===== src/rtl/collectible_bank_pkg.sv =====
// Shared types and width helpers for the collectible bank: scan FSM states,
// default widths and the derived index/counter/compare widths.
package collectible_bank_pkg;

   localparam int COORD_W_DEF = 10;
   localparam int SCORE_W_DEF = 8;

   typedef enum logic [1:0] {
      IDLE = 2'd0,
      SCAN = 2'd1,
      DONE = 2'd2
   } scan_state_e;

   // One extra bit so box edges near the top of the coordinate range never wrap.
   function automatic int aabb_w(input int coord_w);
      return coord_w + 1;
   endfunction

   function automatic int idx_w(input int n_items);
      return (n_items > 1) ? $clog2(n_items) : 1;
   endfunction

   function automatic int cnt_w(input int frames);
      return (frames > 0) ? $clog2(frames + 1) : 1;
   endfunction

endpackage


===== src/rtl/collectible_bank_aabb_overlap.sv =====
// Shared inclusive box-overlap comparator between the character box and one item box.
module collectible_bank_aabb_overlap
   import collectible_bank_pkg::*;
#(
   parameter int COORD_W   = COORD_W_DEF,
   parameter int ITEM_SIZE = 12,
   parameter int CHAR_SIZE = 12
) (
   input  logic [COORD_W-1:0] cx_i,
   input  logic [COORD_W-1:0] cy_i,
   input  logic [COORD_W-1:0] ix_i,
   input  logic [COORD_W-1:0] iy_i,
   output logic               hit_o
);

   localparam int AW = aabb_w(COORD_W);

   logic [AW-1:0] cx, cy, ix, iy;
   logic          x_ovl, y_ovl;

   assign cx = AW'(cx_i);
   assign cy = AW'(cy_i);
   assign ix = AW'(ix_i);
   assign iy = AW'(iy_i);

   assign x_ovl = (cx <= ix + AW'(ITEM_SIZE)) && (ix <= cx + AW'(CHAR_SIZE));
   assign y_ovl = (cy <= iy + AW'(ITEM_SIZE)) && (iy <= cy + AW'(CHAR_SIZE));
   assign hit_o = x_ovl && y_ovl;

endmodule


===== src/rtl/collectible_bank.sv =====
// Collectible item bank: per-frame sequential scan of all items against the character box,
// retiring touched items, pulsing per-hit events, saturating score and optional respawn.
module collectible_bank
   import collectible_bank_pkg::*;
#(
   parameter int                         N_ITEMS        = 8,
   parameter int                         COORD_W        = COORD_W_DEF,
   parameter int                         ITEM_SIZE      = 12,
   parameter int                         CHAR_SIZE      = 12,
   parameter int                         SCORE_W        = SCORE_W_DEF,
   parameter int                         RESPAWN_FRAMES = 0,
   parameter logic [N_ITEMS*COORD_W-1:0] ITEM_X_INIT    = '0,
   parameter logic [N_ITEMS*COORD_W-1:0] ITEM_Y_INIT    = '0
) (
   input  logic                         sys_clk,
   input  logic                         RST_N,
   input  logic                         frame_tick,
   input  logic [COORD_W-1:0]           char_X,
   input  logic [COORD_W-1:0]           char_Y,
   input  logic [COORD_W-1:0]           bg_pos,
   input  logic [idx_w(N_ITEMS)-1:0]    rd_idx,
   output logic [COORD_W-1:0]           rd_x,
   output logic [COORD_W-1:0]           rd_y,
   output logic                         rd_en,
   output logic                         touch_pulse,
   output logic [idx_w(N_ITEMS)-1:0]    touch_idx,
   output logic [SCORE_W-1:0]           score,
   output logic                         all_collected,
   output logic                         scan_busy,
   output logic                         overrun
);

   localparam int                IDX_W    = idx_w(N_ITEMS);
   localparam int                N_PAD    = 1 << IDX_W;
   localparam logic [IDX_W-1:0]  LAST_IDX = IDX_W'(N_ITEMS - 1);

   function automatic logic [SCORE_W-1:0] sat_inc(input logic [SCORE_W-1:0] v);
      if (&v) return v;
      return v + SCORE_W'(1);
   endfunction

   scan_state_e          state_q, state_d;
   logic [IDX_W-1:0]     idx_q, idx_d;
   logic [N_ITEMS-1:0]   en_q, en_d;
   logic [SCORE_W-1:0]   score_q, score_d;
   logic                 pulse_q, pulse_d;
   logic [IDX_W-1:0]     tidx_q, tidx_d;
   logic                 ovr_q, ovr_d;
   logic [COORD_W-1:0]   cx_q, cy_q;

   logic                 accept;
   logic                 ovl_hit;
   logic                 hit_en;
   logic [N_ITEMS-1:0]   hit_onehot;
   logic [N_ITEMS-1:0]   respawn;
   logic [N_PAD-1:0]     en_pad;
   logic [COORD_W-1:0]   item_x [N_PAD];
   logic [COORD_W-1:0]   item_y [N_PAD];

   // Tables padded to a power of two so any index value selects a defined entry.
   for (genvar g = 0; g < N_PAD; g++) begin : g_tbl
      if (g < N_ITEMS) begin : g_item
         assign item_x[g] = ITEM_X_INIT[g*COORD_W +: COORD_W];
         assign item_y[g] = ITEM_Y_INIT[g*COORD_W +: COORD_W];
      end else begin : g_pad
         assign item_x[g] = '0;
         assign item_y[g] = '0;
      end
   end

   assign en_pad = N_PAD'(en_q);
   assign accept = frame_tick && (state_q == IDLE);

   collectible_bank_aabb_overlap #(
      .COORD_W   (COORD_W),
      .ITEM_SIZE (ITEM_SIZE),
      .CHAR_SIZE (CHAR_SIZE)
   ) u_overlap (
      .cx_i  (cx_q),
      .cy_i  (cy_q),
      .ix_i  (item_x[idx_q]),
      .iy_i  (item_y[idx_q]),
      .hit_o (ovl_hit)
   );

   assign hit_en = (state_q == SCAN) && ovl_hit && en_pad[idx_q];

   always_comb begin
      hit_onehot = '0;
      for (int i = 0; i < N_ITEMS; i++) begin
         hit_onehot[i] = hit_en && (idx_q == IDX_W'(i));
      end
   end

   always_comb begin
      state_d = state_q;
      idx_d   = idx_q;
      case (state_q)
         IDLE: begin
            if (frame_tick) begin
               state_d = SCAN;
               idx_d   = '0;
            end
         end
         SCAN: begin
            if (idx_q == LAST_IDX) begin
               state_d = DONE;
               idx_d   = '0;
            end else begin
               idx_d = idx_q + IDX_W'(1);
            end
         end
         DONE:    state_d = IDLE;
         default: state_d = IDLE;
      endcase
   end

   // Hits only occur mid-scan and respawns only on an accepted tick, so they never collide.
   always_comb begin
      en_d    = (en_q | respawn) & ~hit_onehot;
      pulse_d = hit_en;
      tidx_d  = hit_en ? idx_q : tidx_q;
      score_d = hit_en ? sat_inc(score_q) : score_q;
      ovr_d   = ovr_q | (frame_tick && (state_q != IDLE));
   end

   always_ff @(posedge sys_clk or negedge RST_N) begin
      if (!RST_N) begin
         state_q <= IDLE;
         idx_q   <= '0;
         en_q    <= '1;
         score_q <= '0;
         pulse_q <= 1'b0;
         tidx_q  <= '0;
         ovr_q   <= 1'b0;
      end else begin
         state_q <= state_d;
         idx_q   <= idx_d;
         en_q    <= en_d;
         score_q <= score_d;
         pulse_q <= pulse_d;
         tidx_q  <= tidx_d;
         ovr_q   <= ovr_d;
      end
   end

   // Character position is frozen for the whole scan.
   always_ff @(posedge sys_clk) begin
      if (accept) begin
         cx_q <= char_X;
         cy_q <= char_Y;
      end
   end

   if (RESPAWN_FRAMES > 0) begin : g_respawn
      localparam int CNT_W = cnt_w(RESPAWN_FRAMES);
      for (genvar g = 0; g < N_ITEMS; g++) begin : g_cnt
         logic [CNT_W-1:0] cnt_q, cnt_d;

         always_comb begin
            cnt_d = cnt_q;
            if (hit_onehot[g]) begin
               cnt_d = CNT_W'(RESPAWN_FRAMES);
            end else if (accept && (cnt_q != '0)) begin
               cnt_d = cnt_q - CNT_W'(1);
            end
         end

         always_ff @(posedge sys_clk or negedge RST_N) begin
            if (!RST_N) cnt_q <= '0;
            else        cnt_q <= cnt_d;
         end

         assign respawn[g] = accept && (cnt_q == CNT_W'(1));
      end
   end else begin : g_no_respawn
      assign respawn = '0;
   end

   assign rd_x          = item_x[rd_idx] - bg_pos;
   assign rd_y          = item_y[rd_idx];
   assign rd_en         = en_pad[rd_idx];
   assign touch_pulse   = pulse_q;
   assign touch_idx     = tidx_q;
   assign score         = score_q;
   assign all_collected = ~|en_q;
   assign scan_busy     = (state_q != IDLE);
   assign overrun       = ovr_q;

endmodule


===== config.mk =====
export PLATFORM = sky130hd
export DESIGN_NAME = collectible_bank
export DESIGN_NICKNAME = d
export VERILOG_FILES = /design/src/rtl/collectible_bank_pkg.sv /design/src/rtl/collectible_bank_aabb_overlap.sv /design/src/rtl/collectible_bank.sv
export SDC_FILE = /design/constraint.sdc
export NUM_CORES = 1
export LEC_CHECK = 0
export CORE_MARGIN = 2
export CORE_UTILIZATION = 46
export DETAILED_ROUTE_END_ITERATION = 10
export PLACE_DENSITY = 0.87
export SYNTH_ARGS = -nofsm -noshare
export SYNTH_HDL_FRONTEND = slang
export SYNTH_SLANG_ARGS = --single-unit

===== constraint.sdc =====
create_clock -name sys_clk -period 3.1 [get_ports sys_clk]
set_clock_uncertainty 0.15 [all_clocks]
set_input_delay 0.775 -clock sys_clk [delete_from_list [all_inputs] [get_ports sys_clk]]
set_output_delay 0.775 -clock sys_clk [all_outputs]
set_load 0.03 [all_outputs]

==> metrics.cfg, run 1 <==
[logic_synthesis]
syn-instance-count=174
synth_top_cell_by_area=edfxtp_1
synth_edf_count=20
synth_top_cell_area_share=0.261
synthTopCellsByArea=edfxtp_1 (26%), dfrtp_1 (20%), dfstp_2 (9.1%), ha_1 (7.6%), xnor2_1 (3.8%)
synth_flop_cell=edfxtp_1
yosys_register_bits=46
postSynthAreaPerCell_um2=13.2
syn_area_mm2=0.00230
yosys_warnings=0
synth.distinct_cells=43
synthArstFlopShare=0.565
synth_common_cells=edfxtp_1 (20), dfrtp_1 (18), ha_1 (14), inv_1 (13), buf_4 (11)
seq_area_frac_synth=0.549
synth.most_common_cell=edfxtp_1

[die]
row_count=25
boundaryPins=72
die_area_mm2=0.00558
core_mm2=0.00479
die_h_um=74.7
initial_core_util=0.480
die_w_um=74.7

[global_route]
antenna_found_initial=0
grt_usage=0.164
grt_max_degree=27
grt_pass1_wl_mm=7.00
grt_overflow=0
grt_pass1_vias=1578

[critical_path]
cp.arrival_ps=2130
end_kind=primary output
crit_required_ps=2170
crit_type=in -> out
crit_fanout=2
start_kind=input pin
r2r_slack_ps=580

[clock_network]
cts_tree=done
clkSlewWorstSetupHoldPaths_ps=70
cts_max_level=2
clock_sinks=46
insertion_delay_ps=290
postCtsHoldBufs=0
root_buffer=clkbuf_8
clockBufferDepth=2
numCtsBuffers=5
post_cts_buffers=0

[power_and_ir_drop]
leakage_nw=1.30
pwr-share-clk=0.240
sw_frac_of_total=0.291
p_sw_mw=0.411
total_power_mw=1.42
p_per_area_mw_per_mm2=456
combPwrFrac=0.223
p_seq_frac=0.537
internal-power_mw=1.00
ir_worst_vdd_mv=0.348

[sta]
finalCritPeriodShare=0.984
setup_viol=0
worstMarginPinSlew_ps=587
hold_violations=0
fin_setup_tns_ps=0
rsz0062_at_grt=false
slew_headroom=0.609
setup_ws_ps=49.8
fmax_ghz=0.328
post-route-min-period_ps=3050
slew_viol_final=0

[finish]
drive_above_1_share=0.219
finish.utilization=0.649
n_antenna_cell=0
fin_nets=300
final_area_mm2=0.00310
syn_to_final_growth_pct=35.1

[detailed_routing]
drtAntennaViolNets=0
drc=0
dr.pass1.iters=4
drtIter0Drc=41
wl_mm=4.30
num_vias=1565
routedWlPerCell_um=13.5
via_per_inst=4.92

[hold_path]
hold_class=reg -> reg

[placement]
placed_area_mm2=0.00299
pre_cts_ws_ps=-490
gp_congestion=0.753
port_buffers=61
hpwlAfterDp_mm=3.24

[run]
max_cap_viol_count=0

[outcome]
status=finished clean

## sequential cells by signal, summed over array words and instances (netlist names)
| register | cells |
|---|---|
| overrun | 1 |
| touch_idx | 3 |
| idx_q | 3 |
| state_q | 2 |
| cy_q | 10 |
| en_pad | 8 |
| touch_pulse | 1 |
| cx_q | 10 |
| score | 8 |
## layer usage
layer | wire, µm | global-route usage
met4 | 47 | 0.0615
met1 | 1760 | 0.187
met3 | 301 | 0.0455
met5 | 0 | 0
met2 | 2190 | 0.295
## cell usage in the layout (no fill, tap or decap), drive strengths merged, types with 2 or more instances in the layout
cell type      count
dfstp              8
nor3               2
mux4               4
or4                3
and2               3
nor4b              2
mux2               5
clkinv             2
xnor2             10
nand4              5
inv               13
a21boi             8
nor2               7
conb              10
buf               24
mux2i              2
clkdlybuf4s50     45
edfxtp            20
nor4               4
dfrtp             18
ha                14
nand3              3
clkbuf             6
dlygate4sd2        2
xor2               4
nor3b              2
nand2              6
and3               2
## power groups by stage
stage	Sequential, mW	Combinational, mW	Clock, mW
2_1_floorplan	0.754	0.203	0
5_1_grt	0.769	0.350	0.375
4_1_cts	0.759	0.317	0.353
3_3_place_gp	0.768	0.306	0
6_report	0.759	0.316	0.340
3_5_place_dp	0.771	0.313	0
## final timing paths
kind	from	endpoint	cells after the start
worst max-delay path	bg_pos[2]	rd_x[7]	8
worst min-delay path	overrun	overrun	1
worst max register to register	cx_q[2]	score[7]	8
worst min register to register	overrun	overrun	1
max in group asynchronous	RST_N	en_pad[1]	2
min in group asynchronous	RST_N	touch_pulse	2
## critical path, stage by stage
cell and delay, ps:
buf_6 100, nor4_4 250, buf_4 160, nand2b_4 50, or3_4 350, buf_4 140, xor2_1 130, buf_4 170
## cells by family (layout without fill, tap and decap cells)
logic type,Yosys count,in the layout,synth area share
simple gates,46,46,0.119
fa+ha+maj,14,14,0.0762
buf+inv,25,93,0.0621
compound gates,17,17,0.0637
mux,11,11,0.0757
xor+xnor,14,14,0.0533
flops,46,46,0.549
other cells,1,10,0.00163
## cell type report
| cell class | instances | area [µm²] |
|---|---|---|
| clock inverter | 2 | 8.76 |
| timing repair buffer | 72 | 662 |
| multi-input combinational | 112 | 967 |
| sequential | 46 | 1260 |
| inverter | 13 | 48.8 |
| tap | 67 | 83.8 |
| fill | 381 | 1680 |
| clock buffer | 6 | 72.6 |
## through the flow
stage / hold WS, ps / cells
after floorplan: 285 / 183
after global routing: 335 / 318
after CTS: 319 / 318
final: 313 / 318
after detailed placement: 296 / 310
after global placement: 295 / 310
## repair_timing
item                       4_1_cts  5_1_grt
setup endpoints to repair        4        2
gates resized for setup         29        1
pin swaps                        4        3
(Power assumes the default switching activity.)
==> inputs of run 2 (changes only) <==
--- a/config.mk
+++ b/config.mk
@@ -6,9 +6,10 @@
 export NUM_CORES = 1
 export LEC_CHECK = 0
 export CORE_MARGIN = 2
-export CORE_UTILIZATION = 46
+export CORE_UTILIZATION = 52
 export DETAILED_ROUTE_END_ITERATION = 10
-export PLACE_DENSITY = 0.87
+export PLACE_DENSITY = 0.89
 export SYNTH_ARGS = -nofsm -noshare
 export SYNTH_HDL_FRONTEND = slang
+export SYNTH_HIERARCHICAL = 1
 export SYNTH_SLANG_ARGS = --single-unit
==> metrics.cfg, run 2 <==
[outcome]
status=finished with violations
failed_checks=setup timing

[detailed_routing]
via_per_inst=5.12  ; +4.1%
drc=0  ; unchanged
routedWlPerCell_um=13.8  ; +2.2%
drtIter0Drc=117  ; +190%
num_vias=3058  ; +95%
wl_mm=8.25  ; +92%
dr.pass1.iters=4  ; unchanged
drtAntennaViolNets=0  ; unchanged

[placement]
hpwlAfterDp_mm=5.98  ; +85%
pre_cts_ws_ps=-546  ; -55.2 ps
port_buffers=61  ; unchanged
gp_congestion=0.828  ; +9.9%
place_inst=578  ; +86%
placed_area_mm2=0.00465  ; +55%

[logic_synthesis]
synthTopCellsByArea=ha_1 (18%), edfxtp_1 (17%), dfrtp_1 (13%), dfstp_2 (6.0%), xor2_1 (6.0%)
synth_common_cells=ha_1 (50), inv_1 (25), xor2_1 (24), nor2_1 (23), edfxtp_1 (20)
synth_top_cell_by_area=ha_1
postSynthAreaPerCell_um2=10.3  ; -22%
synth.distinct_cells=54  ; +26%
yosys_warnings=6  ; +6
synth_top_cell_area_share=0.179  ; -0.0820
syn_area_mm2=0.00349  ; +52%
yosys_register_bits=46  ; unchanged
seq_area_frac_synth=0.361  ; -0.187
syn-instance-count=339  ; +95%
synth_flop_cell=edfxtp_1
synth_edf_count=20  ; unchanged
synth.most_common_cell=ha_1
synthArstFlopShare=0.565  ; unchanged

[sta]
slew_viol_final=0  ; unchanged
rsz0062_at_grt=true
worstMarginPinSlew_ps=654  ; +66.5 ps
fmax_ghz=0.299  ; -8.8%
hold_violations=0  ; unchanged
fin_setup_tns_ps=-1880  ; -1880 ps
post-route-min-period_ps=3340  ; +294 ps
hold_ws_ps=330  ; +17.7 ps
finalCritPeriodShare=1.08  ; +0.0947
setup_viol=17  ; +17
slew_headroom=0.563  ; -0.0460
setup_ws_ps=-244  ; -294 ps

[finish]
final_area_mm2=0.00505  ; +63%
n_antenna_cell=0  ; unchanged
finalNonFillerCells=597  ; +88%
final_cell_mix=conb_1 (81), buf_4 (50), ha_1 (47)
drive_above_1_share=0.238  ; +0.0193
finish.utilization=0.787  ; +0.138
final.fill_count=395  ; +3.7%
largestRegisters=cx_q x10, cy_q x10
syn_to_final_growth_pct=44.8
fin_nets=605  ; +100%
mostFrequentLayoutCell=conb_1

[global_route]
grt_usage=0.229  ; +0.0644
grt_pass1_vias=3105  ; +97%
grt_max_degree=27  ; unchanged
antenna_found_initial=0  ; unchanged
grt_overflow=0  ; unchanged
grt_pass1_wl_mm=13.6  ; +95%

[power_and_ir_drop]
internal-power_mw=1.52  ; +51%
p_sw_mw=0.934  ; +130%
total_power_mw=2.45  ; +73%
leakage_nw=2.30  ; +77%
pwr-share-clk=0.182  ; -0.058
p_per_area_mw_per_mm2=485  ; +6.4%
ir_worst_vdd_mv=0.549  ; +58%
p_seq_frac=0.355  ; -0.182
sw_frac_of_total=0.381  ; +0.0902
combPwrFrac=0.462  ; +0.239

[critical_path]
crit_required_ps=3150  ; +980 ps
reg2regPathDepth=15  ; +7
r2r-start=cy_q[2]
r2r_slack_ps=-240  ; -820 ps
start_kind=flip-flop
crit_fanout=7  ; +5
timing.rr.end=score[1]
end_kind=flip-flop
cp.arrival_ps=3390  ; +1260 ps
crit_type=reg -> reg

[clock_network]
cts_max_level=2  ; unchanged
clock_sinks=46  ; unchanged
root_buffer=clkbuf_8
clkSlewWorstSetupHoldPaths_ps=90  ; +20 ps
postCtsHoldBufs=0  ; unchanged
cts_tree=done
numCtsBuffers=5  ; unchanged
clockBufferDepth=2  ; unchanged
insertion_delay_ps=300  ; about the same

[die]
die_w_um=85.9  ; +15%
row_count=29  ; +16%
boundaryPins=72  ; unchanged
die_h_um=85.9  ; +15%
core_mm2=0.00642  ; +34%
initial_core_util=0.543  ; +0.0631
die_area_mm2=0.00738  ; +32%

[hold_path]
min_from=overrun
min_path_cells=1  ; unchanged
min_to=overrun
hold_class=reg -> reg

[run]
max_cap_viol_count=0  ; unchanged

[run 2: what timing repair did]
action	in CTS	in global routing
setup buffers	11	3
endpoints found under the setup margin	21	26
gates resized for setup	52	27
pin swaps	20	23
[run 2: worst max path at each step]
| stage | cells after the start | from | to |
|---|---|---|---|
| 4_1_cts | 4 | rd_idx[0] | rd_en |
| 6_report | 15 | cy_q[2] | score[1] |
| 5_1_grt | 15 | cy_q[3] | score[1] |
| 2_1_floorplan | 17 | cy_q[2] | score[7] |
| 3_5_place_dp | 4 | rd_idx[0] | rd_en |
| 3_3_place_gp | 4 | rd_idx[0] | rd_en |
[run 2: layout make-up]
type	count	area, µm²	share of cell area
flip-flops and latches	46	1260	0.250
repair buffers	106	940	0.186
clock buffers	5	68.8	0.0136
well taps	77	96.3	0.0191
inverters	26	105	0.0208
multi-input cells	334	2540	0.503
clock inverters	3	42.5	0.00842
[run 2: power groups by stage]
stage,sequential (mW),clock (mW),combinational (mW)
after floorplan,0.917,0,0.591
after global placement,0.862,0,0.942
after detailed placement,0.869,0,0.979
after CTS,0.860,0.453,1.04
after global routing,0.887,0.483,1.23
final,0.871,0.447,1.13
[run 2: routing by layer]
layer / track usage / part of all wire / vias up
li1: - / - / 1495
met1: 0.272 / 0.39 / 1457
met2: 0.431 / 0.55 / 96
met3: 0.0356 / 0.043 / 10
met4: 0.0505 / 0.013 / 0
met5: 0 / 0 / -
[run 2: cells by family after synthesis]
| kind of cell | count (synthesis) | share of synthesized area |
|---|---|---|
| xor+xnor | 38 | 0.0954 |
| other cells | 1 | 0.00107 |
| flops | 46 | 0.361 |
| compound gates | 63 | 0.129 |
| simple gates | 93 | 0.141 |
| mux | 9 | 0.0348 |
| buf+inv | 39 | 0.0581 |
| fa+ha+maj | 50 | 0.179 |
[run 2: critical path, cell delays in order, from the launching register on]
cell and delay [ps]:
edfxtp_1 400, buf_4 140, buf_4 140, o21ai_2 140, xor2_1 190, ha_1 200
nand3_2 120, nor4_4 260, a21oi_1 60, o211ai_1 140, and4_1 230, and3b_2 210
o31a_4 150, o311ai_4 180, nor2_2 210, mux2_4 310
==> inputs of run 3 (changes only) <==
--- a/config.mk
+++ b/config.mk
@@ -6,9 +6,10 @@
 export NUM_CORES = 1
 export LEC_CHECK = 0
 export CORE_MARGIN = 2
-export CORE_UTILIZATION = 52
+export CORE_UTILIZATION = 40
 export DETAILED_ROUTE_END_ITERATION = 10
-export PLACE_DENSITY = 0.89
+export PLACE_DENSITY = 0.73
+export RECOVER_POWER = 25
 export SYNTH_ARGS = -nofsm -noshare
 export SYNTH_HDL_FRONTEND = slang
 export SYNTH_HIERARCHICAL = 1
==> metrics.cfg, run 3 (synthesized netlist as in run 2, its figures left out) <==
[outcome]
failed_checks=setup timing
status=finished with violations

[global_route]
grt_usage=0.165  ; -0.0634
antenna_found_initial=0  ; unchanged
grt_pass1_wl_mm=13.2  ; -3.6%
grt_max_degree=27  ; unchanged
grt_pass1_vias=2968  ; -4.4%
grt_overflow=0  ; unchanged

[sta]
setup_viol=17  ; unchanged
worstMarginPinSlew_ps=1390  ; +735 ps
slew_viol_final=0  ; unchanged
fmax_ghz=0.297  ; -0.58%
rsz0062_at_grt=true
hold_violations=0  ; unchanged
setup_ws_ps=-263  ; -19.5 ps
fin_setup_tns_ps=-2780  ; -895 ps
post-route-min-period_ps=3360  ; +19.5 ps
slew_headroom=0.0739  ; -0.489
finalCritPeriodShare=1.08  ; +0.00628

[placement]
port_buffers=61  ; unchanged
gp_congestion=0.896  ; +8.2%
hpwlAfterDp_mm=5.90  ; -1.3%

[critical_path]
cp.arrival_ps=3410  ; +20 ps
crit_path_max_incr_delay_ps=390  ; about the same
end_kind=flip-flop
cp-startpoint=cx_q[2]
crit_path_top_delay_cell=edfxtp_1
reg2regPathDepth=16  ; +1
crit_type=reg -> reg
path_cells=inv_2 > ha_4 > nor3b_2 > buf_4 > xnor2_1 > ha_1 > nand2_1 > nor2_2 > o21a_1 > o311ai_2 > and4_1 > and3b_2 > o31a_2 > o311ai_4 > nor2_2 > mux2_4
r2r-start=cx_q[2]
crit_required_ps=3140  ; about the same
worst-path-buf-inv=2  ; unchanged
crit_cells=16  ; +1
crit_family=simple AND/OR/NAND/NOR gates
crit_top_cell=nor2_2
crit_fanout=7  ; unchanged
start_kind=flip-flop

[die]
die_area_mm2=0.00949  ; +29%
boundaryPins=72  ; unchanged
initial_core_util=0.406  ; -0.137
row_count=34  ; +17%
die_w_um=97.4  ; +13%
core_mm2=0.00859  ; +34%
die_h_um=97.4  ; +13%

[detailed_routing]
drtAntennaViolNets=0  ; unchanged
routedWlPerCell_um=12.2  ; -12%
drc=0  ; unchanged
dr.pass1.iters=6  ; +2
drtIter0Drc=77  ; -34%
wl_mm=7.73  ; -6.3%
via_per_inst=4.64  ; -9.4%
num_vias=2947  ; -3.6%

[finish]
final_cell_mix=conb_1 (81), buf_4 (49), ha_1 (46)
final.fill_count=750  ; +90%
drive_above_1_share=0.258  ; +0.0196
mostFrequentLayoutCell=conb_1
largestRegisters=cx_q x10, cy_q x10
fin_nets=612  ; +1.2%
syn_to_final_growth_pct=48.2
n_antenna_cell=0  ; unchanged
finish.utilization=0.602  ; -0.185

[run]
max_cap_viol_count=0  ; unchanged

[clock_network]
clock_sinks=46  ; unchanged
cts_tree=done
postCtsHoldBufs=0  ; unchanged
numCtsBuffers=5  ; unchanged
clkSlewWorstSetupHoldPaths_ps=100  ; about the same
clockBufferDepth=2  ; unchanged
root_buffer=clkbuf_8
insertion_delay_ps=300  ; about the same
cts_max_level=2  ; unchanged

[hold_path]
min_path_cells=1  ; unchanged
min_from=overrun
hold_class=reg -> reg

[power_and_ir_drop]
leakage_nw=2.32  ; +1.1%
p_per_area_mw_per_mm2=455  ; -6.3%
ir_worst_vdd_mv=0.385  ; -30%

-- run 3: path summary, 6_finish.rpt --
| check | endpoint | slack, ps |
|---|---|---|
| max in group asynchronous | overrun | 820 |
| worst max-delay path | score[1] | -260 |
| worst max register to register | score[1] | -260 |
| worst min-delay path | overrun | 310 |
| worst min register to register | overrun | 310 |
| min in group asynchronous | touch_idx[2] | 1160 |
-- run 3: layer usage --
layer	GRT usage	vias up	share of wire
met5	0	-	0
li1	-	1511	-
met2	0.310	52	0.55
met4	0.0321	0	0.0031
met3	0.0259	2	0.027
met1	0.200	1382	0.42
-- run 3: where the power goes --
part | internal (mW) | switching (mW) | total, mW
logic | 0.528 | 0.580 | 1.11
registers | 0.750 | 0.115 | 0.865
clock network | 0.163 | 0.217 | 0.380
total | 1.44 | 0.911 | 2.35
-- run 3: metrics by stage --
stage | hold WS, ps | area (µm²) | setup WS [ps] | instances | total power, mW
6_report | 312 | 5170 | -263 | 635 | 2.35
5_1_grt | 320 | 5170 | -447 | 635 | 2.53
4_1_cts | 316 | 5030 | -241 | 635 | 2.31
3_5_place_dp | 294 | 4730 | -494 | 614 | 1.86
3_3_place_gp | 293 | 4730 | -480 | 614 | 1.83
2_1_floorplan | 321 | 3810 | -123 | 419 | 1.51
-- run 3: worst reg2reg max path, stage by stage, from the launching register on --
cell and delay (ps):
edfxtp_1 390, inv_2 80, ha_4 160, nor3b_2 190, buf_4 140, xnor2_1 60, ha_1 290, nand2_1 90
nor2_2 50, o21a_1 100, o311ai_2 300, and4_1 240, and3b_2 200, o31a_2 160, o311ai_4 160, nor2_2 180
mux2_4 310
-- run 3: layout make-up --
| type | count | area (µm²) | share of cell area |
|---|---|---|---|
| tap | 108 | 135 | 0.0261 |
| multi-input combinational | 334 | 2550 | 0.494 |
| clock buffer | 5 | 68.8 | 0.0133 |
| inverter | 26 | 105 | 0.0203 |
| sequential | 46 | 1260 | 0.244 |
| clock inverter | 3 | 21.3 | 0.00411 |
| timing repair buffer | 113 | 1030 | 0.199 |
-- run 3: what timing repair did --
action | 4_1_cts | 5_1_grt
gates cloned | 0 | 0
pin swaps | 24 | 19
resized for setup | 54 | 39
setup buffers | 13 | 4
endpoints found under the setup margin | 21 | 27
